[src/rtl/ow_pkg.sv]
// Shared definitions for the 1-wire transaction sequencer: op codes, FSM state
// codes and the default slot timing in clk cycles.
package ow_pkg;

  typedef enum logic [1:0] {
    OP_RESET = 2'd0,
    OP_WRITE = 2'd1,
    OP_READ  = 2'd2,
    OP_RSVD  = 2'd3
  } op_t;

  typedef logic [2:0] state_t;

  localparam state_t ST_IDLE      = 3'd0;
  localparam state_t ST_RST_LOW   = 3'd1;
  localparam state_t ST_RST_WAIT  = 3'd2;
  localparam state_t ST_SLOT_LOW  = 3'd3;
  localparam state_t ST_SLOT_HIGH = 3'd4;
  localparam state_t ST_RECOV     = 3'd5;
  localparam state_t ST_DONE      = 3'd6;

  localparam int DEF_T_RSTL = 480;
  localparam int DEF_T_RSTH = 410;
  localparam int DEF_T_PDS  = 70;
  localparam int DEF_T_SLOT = 70;
  localparam int DEF_T_LOW1 = 6;
  localparam int DEF_T_LOW0 = 60;
  localparam int DEF_T_RDS  = 12;
  localparam int DEF_T_REC  = 10;
  localparam int DEF_CNT_W  = 10;

endpackage

[src/rtl/ow_sync.sv]
// Two-flop synchronizer for the raw 1-wire line; resets to the idle (high) level.
module ow_sync (
  input  logic clk,
  input  logic reset,
  input  logic d,
  output logic q
);

  logic meta;

  // NOTE: sequential state uses non-blocking assignments so every flop samples
  // the pre-edge value of the others; blocking here would collapse the two stages.
  always_ff @(posedge clk or posedge reset) begin
    if (reset) begin
      meta <= 1'b1;
      q    <= 1'b1;
    end else begin
      meta <= d;
      q    <= meta;
    end
  end

endmodule

[src/rtl/ow_txn_ctrl.sv]
// 1-wire transaction sequencer: turns RESET / WRITE_BYTE / READ_BYTE commands
// into open-drain slot timing and returns a one-cycle response.
module ow_txn_ctrl
  import ow_pkg::*;
#(
  parameter int T_RSTL = DEF_T_RSTL,
  parameter int T_RSTH = DEF_T_RSTH,
  parameter int T_PDS  = DEF_T_PDS,
  parameter int T_SLOT = DEF_T_SLOT,
  parameter int T_LOW1 = DEF_T_LOW1,
  parameter int T_LOW0 = DEF_T_LOW0,
  parameter int T_RDS  = DEF_T_RDS,
  parameter int T_REC  = DEF_T_REC,
  parameter int CNT_W  = DEF_CNT_W
) (
  input  logic       clk,
  input  logic       reset,
  input  logic       i_cmd_valid,
  output logic       o_cmd_ready,
  input  logic [1:0] i_cmd_op,
  input  logic [7:0] i_cmd_data,
  output logic       o_rsp_valid,
  output logic [7:0] o_rsp_data,
  output logic       o_rsp_presence,
  output logic       o_rsp_err,
  output logic       o_busy,
  output logic       o_bus_low,
  input  logic       i_bus
);

  localparam logic [CNT_W-1:0] RSTL_END = CNT_W'(T_RSTL - 1);
  localparam logic [CNT_W-1:0] RSTH_END = CNT_W'(T_RSTH - 1);
  localparam logic [CNT_W-1:0] PDS_AT   = CNT_W'(T_PDS);
  localparam logic [CNT_W-1:0] SLOT_END = CNT_W'(T_SLOT - 1);
  localparam logic [CNT_W-1:0] LOW0_END = CNT_W'(T_LOW0 - 1);
  localparam logic [CNT_W-1:0] LOW1_END = CNT_W'(T_LOW1 - 1);
  localparam logic [CNT_W-1:0] RDS_AT   = CNT_W'(T_RDS);
  localparam logic [CNT_W-1:0] REC_END  = CNT_W'(T_REC - 1);

  state_t           state;
  op_t              op;
  logic [CNT_W-1:0] timer;
  logic [2:0]       bit_cnt;
  logic [7:0]       shreg;
  logic             presence;
  logic             rd_bit;
  logic             bus_s;
  logic [CNT_W-1:0] low_end;

  ow_sync u_sync (
    .clk   (clk),
    .reset (reset),
    .d     (i_bus),
    .q     (bus_s)
  );

  assign low_end = (op == OP_WRITE && !shreg[0]) ? LOW0_END : LOW1_END;

  always_ff @(posedge clk or posedge reset) begin
    if (reset) begin
      state    <= ST_IDLE;
      op       <= OP_RESET;
      timer    <= '0;
      bit_cnt  <= '0;
      shreg    <= '0;
      presence <= 1'b0;
      rd_bit   <= 1'b0;
    end else begin
      case (state)
        ST_IDLE: begin
          timer <= '0;
          if (i_cmd_valid) begin
            op       <= op_t'(i_cmd_op);
            bit_cnt  <= '0;
            presence <= 1'b0;
            shreg    <= '0;
            case (op_t'(i_cmd_op))
              OP_RESET: state <= ST_RST_LOW;
              OP_WRITE: begin
                shreg <= i_cmd_data;
                state <= ST_SLOT_LOW;
              end
              OP_READ:  state <= ST_SLOT_LOW;
              default: begin
                // Reserved op: one released cycle in RECOV marked as the last
                // bit, so DONE follows on the next cycle.
                state   <= ST_RECOV;
                timer   <= REC_END;
                bit_cnt <= 3'd7;
              end
            endcase
          end
        end

        ST_RST_LOW: begin
          if (timer == RSTL_END) begin
            state <= ST_RST_WAIT;
            timer <= '0;
          end else begin
            timer <= timer + CNT_W'(1);
          end
        end

        ST_RST_WAIT: begin
          if (timer == PDS_AT) presence <= !bus_s;
          if (timer == RSTH_END) begin
            state <= ST_DONE;
            timer <= '0;
          end else begin
            timer <= timer + CNT_W'(1);
          end
        end

        // Both slot phases share one count measured from slot start, so the
        // high phase is entered with the timer equal to the low length.
        ST_SLOT_LOW: begin
          timer <= timer + CNT_W'(1);
          if (timer == low_end) state <= ST_SLOT_HIGH;
        end

        ST_SLOT_HIGH: begin
          if (op == OP_READ && timer == RDS_AT) rd_bit <= bus_s;
          if (timer == SLOT_END) begin
            state <= ST_RECOV;
            timer <= '0;
            shreg <= {(op == OP_READ) & rd_bit, shreg[7:1]};
          end else begin
            timer <= timer + CNT_W'(1);
          end
        end

        ST_RECOV: begin
          if (timer == REC_END) begin
            timer <= '0;
            if (bit_cnt == 3'd7) begin
              state <= ST_DONE;
            end else begin
              bit_cnt <= bit_cnt + 3'd1;
              state   <= ST_SLOT_LOW;
            end
          end else begin
            timer <= timer + CNT_W'(1);
          end
        end

        ST_DONE: begin
          state <= ST_IDLE;
          timer <= '0;
        end

        default: begin
          state <= ST_IDLE;
          timer <= '0;
        end
      endcase
    end
  end

  // Ready is held low while reset is asserted so every output reads 0 in reset.
  assign o_cmd_ready    = (state == ST_IDLE) && !reset;
  assign o_busy         = (state != ST_IDLE);
  assign o_bus_low      = (state == ST_RST_LOW) || (state == ST_SLOT_LOW);
  assign o_rsp_valid    = (state == ST_DONE);
  assign o_rsp_data     = (state == ST_DONE && op == OP_READ) ? shreg : 8'h00;
  assign o_rsp_presence = (state == ST_DONE) && (op == OP_RESET) && presence;
  assign o_rsp_err      = (state == ST_DONE) && (op == OP_RSVD);

endmodule
[config.mk]
export PLATFORM = sky130hd
export DESIGN_NAME = ow_txn_ctrl
export DESIGN_NICKNAME = d
export VERILOG_FILES = /design/src/rtl/ow_pkg.sv /design/src/rtl/ow_sync.sv /design/src/rtl/ow_txn_ctrl.sv
export SDC_FILE = /design/constraint.sdc
export NUM_CORES = 1
export LEC_CHECK = 0
export CORE_MARGIN = 2
export CORE_UTILIZATION = 35
export CTS_CLUSTER_DIAMETER = 60
export DETAILED_ROUTE_END_ITERATION = 8
export PLACE_DENSITY = 0.67
export SLEW_MARGIN = 20
export SYNTH_ARGS = -nofsm -noshare
export SYNTH_HDL_FRONTEND = slang
export SYNTH_SLANG_ARGS = --single-unit
[constraint.sdc]
create_clock -name clk -period 3.6 [get_ports clk]
set_input_delay 0.72 -clock clk [delete_from_list [all_inputs] [get_ports clk]]
set_output_delay 0.72 -clock clk [all_outputs]
set_load 0.01 [all_outputs]
==> summary.md <==
| Metric | Value |
|---|---|
| Status | complete, no violations |
| Largest net degree at the start of global routing | 31 |
| Final Hold Fails | 0 |
| Clk pin slew, worst setup/hold paths | 0.06 ns |
| Fill count | 532 |
| Final setup fails | 0 |
| Core footprint | 5200 um2 |
| Clk buf depth | 2 |
| Gate power share | 0.439 |
| Hold Buf Count CTS | 0 |
| Routed wire length | 4190 um |
| Post-CTS Setup Repair Bufs | 0 |
| Area grow syn2layout | 21.5% |
| Post-synth top flop | dfrtp_1 |
| Die height | 78.0 um |
| Worst Hold Depth | 0 |
| Crit path max fanout | 15 |
| Max_slew headroom | 0.540 |
| CP Data Arrival Time | 2.37 ns |
| Switching share of power | 0.421 |
| Syn avg cell area | 9.26 um2 |
| Sw Pwr | 0.636 mW |
| Top cells by count, synth | 28 x dfrtp_1, 22 x nor2_1, 21 x and3_1, 18 x nand2_1, 12 x a21oi_1 |
| Crit end category | primary output |
| Global route overflow | 0 |
| RSZ-0062 raised after global routing | no |
| Routability cong. | 0.819 |
| Global-route wire length before repair | 7290 um |
| Mapped Nets | 229 |
| Inserted Diodes | 0 |
| Seq/Total Area, Yosys | 0.393 |
| NumNets Final | 256 |
| Starting Density | 0.368 |
| DIE AREA | 6080 um2 |
| Final ANT Viol Nets | 0 |
| Area leader, netlist | dfrtp_1 |
| Unique cell type count in the Yosys netlist | 45 |
| Final instance area | 2330 um2 |
| Die Wd | 78.0 um |
| Tmin final | 3.09 ns |
| Vias post-DR | 1546 |
| VDD IR-drop max | 519 uV |
| Pwr dens | 649 nW/um2 |
| CTS Buf Count | 5 |
| Sequential power share | 0.375 |
| EDFF count, synth | 0 |
| Placed insts | 297 |
| CTS tree | done |
| Startpoint types | flip-flop |
| Synth top area cells | dfrtp_1 37%, and3_1 6.9%, ha_1 5.2% |
| Worst EP required | 2.88 ns |
| Site Rows | 26 |
| Fmax | 0.323 GHz |
| DRC Markers | 0 |
| All-layer global routing usage | 0.153 |
| Most frequent cell after synthesis | dfrtp_1 |
| Crit Path Class | reg -> out |
| Max incr delay on CP | 0.60 ns |
| Max cap viols | 0 |
| # clock sinks | 30 |
| Tot Pwr | 1.51 mW |
| CTS-repair resized insts | 0 |
| Clock Power Share | 0.186 |
| Internal | 0.874 mW |
| DR pass1 iterations | 4 |
| Post-DP HPWL | 3090 um |
| Syn Inst Count | 207 |
| CP Cell Sequence | nand2_1 > nor2_1 > and3_1 > clkdlybuf4s50_1 |
| Fin crit share | 0.859 |
| Static leakage | 1.04 nW |
| Vias per std cell | 5.07 |
| Largest delay share family, worst path | simple AND/OR/NAND/NOR gates |
| Async set or reset register ratio after synthesis | 1.00 |
| Final Max Slew Viols | 0 |
| Vias in the first global route | 1530 |
| Post-synthesis register bit count | 30 |
| Synth Cell Area | 1920 um2 |
| Worst-margin pin slew | 0.687 ns |
| PortBufs | 27 |
| Final Non-Filler Cells | 305 |
| Share of layout cells above drive strength 1 | 0.111 |
| I/O pins | 28 |
| Reg2reg path depth | 7 |
| Antenna violations before repair | 0 |
| Setup TNS | 0 ns |
| H-tree Lvls | 2 |
| WP buf/inv | 1 |
| Skew final | 0.00145 ns |
| Average wire per standard cell | 13.7 um |
| CP Depth | 4 |
| Slowest cell on crit path | dfrtp_1 |
| Detailed Route Iter0 Violations | 127 |
| Insertion delay to the later sink of the worst-skew pair | 0.28 ns |
| CTS root buffer | clkbuf_8 |
| Yosys top cell area share | 0.366 |
| YS warnings | 0 |
| Placed inst area | 2240 um2 |
| Hold Crit Class | reg -> reg |
power by group through the flow:
stage / logic (mW) / clock network, mW / registers (mW)
after floorplan: 0.557 / 0 / 0.510
after global placement: 0.651 / 0 / 0.567
after detailed placement: 0.665 / 0 / 0.571
after CTS: 0.667 / 0.288 / 0.565
after global routing: 0.750 / 0.306 / 0.590
final: 0.662 / 0.281 / 0.567
metal layers:
metal	global-route usage	vias to the layer above	wire length (um)
met2	0.230	33	1930
li1	-	787	-
met5	0	-	0
met4	0.0702	0	78
met1	0.208	720	1960
met3	0.0349	6	214
kinds of logic (layout without fill, tap and decap cells):
kind of cell / count (synthesis) / count (layout) / share of synthesized area
simple gates: 96 / 96 / 0.298
compound gates: 39 / 39 / 0.135
flops: 30 / 30 / 0.393
buf+inv: 19 / 47 / 0.0470
fa+ha+maj: 8 / 8 / 0.0522
xor+xnor: 8 / 8 / 0.0366
mux: 7 / 7 / 0.0379
per-stage QoR:
stage	hold slack, ns	utilization	setup WS (ns)
finish	0.356	0.447	0.508
global route	0.365	0.447	0.311
CTS	0.356	0.447	0.574
detailed placement	0.347	0.430	0.887
global placement	0.347	0.430	0.954
floorplan	0.345	-	1.61
sequential cells by signal, indices dropped and copies added, names as in the netlist:
name,cells
u_sync.meta,1
presence,1
state,3
shreg,8
op,2
u_sync.q,1
bit_cnt,3
rd_bit,1
timer,10
cells in the final DEF, fill, tap and decap left out, drive strengths merged, types with 2 or more instances in the layout:
cell,instances
clkdlybuf4s50,27
and3b,2
nand3b,2
nand2,20
xnor2,6
xor2,2
clkbuf,7
nor2,22
o21ai,15
and3,21
mux2,2
nand2b,2
nor4b,2
inv,10
a21oi,14
nor2b,3
nand4,4
nand3,6
dfstp,2
ha,8
buf,2
mux2i,5
a31oi,2
dfrtp,28
nor3,5
layout make-up:
type                       count  area, um2  share of cell area
clock buffer                   7       86.3              0.0371
clock inverter                 1       5.00             0.00215
inverter                      10       37.5              0.0161
multi-input combinational    158       1070               0.461
sequential                    30        753               0.323
tap                           70       87.6              0.0376
timing repair buffer          29        285               0.123
final timing paths:
path	startpoint	endpoint	slack, ns
worst max-delay path	state[2]	o_rsp_presence	0.51
worst min-delay path	u_sync.meta	u_sync.q	0.36
worst max register to register	timer[1]	timer[3]	1.54
worst min register to register	u_sync.meta	u_sync.q	0.36
max in group asynchronous	reset	u_sync.q	2.43
min in group asynchronous	reset	timer[1]	0.86
No activity file was read; power rests on OpenSTA's default activity.
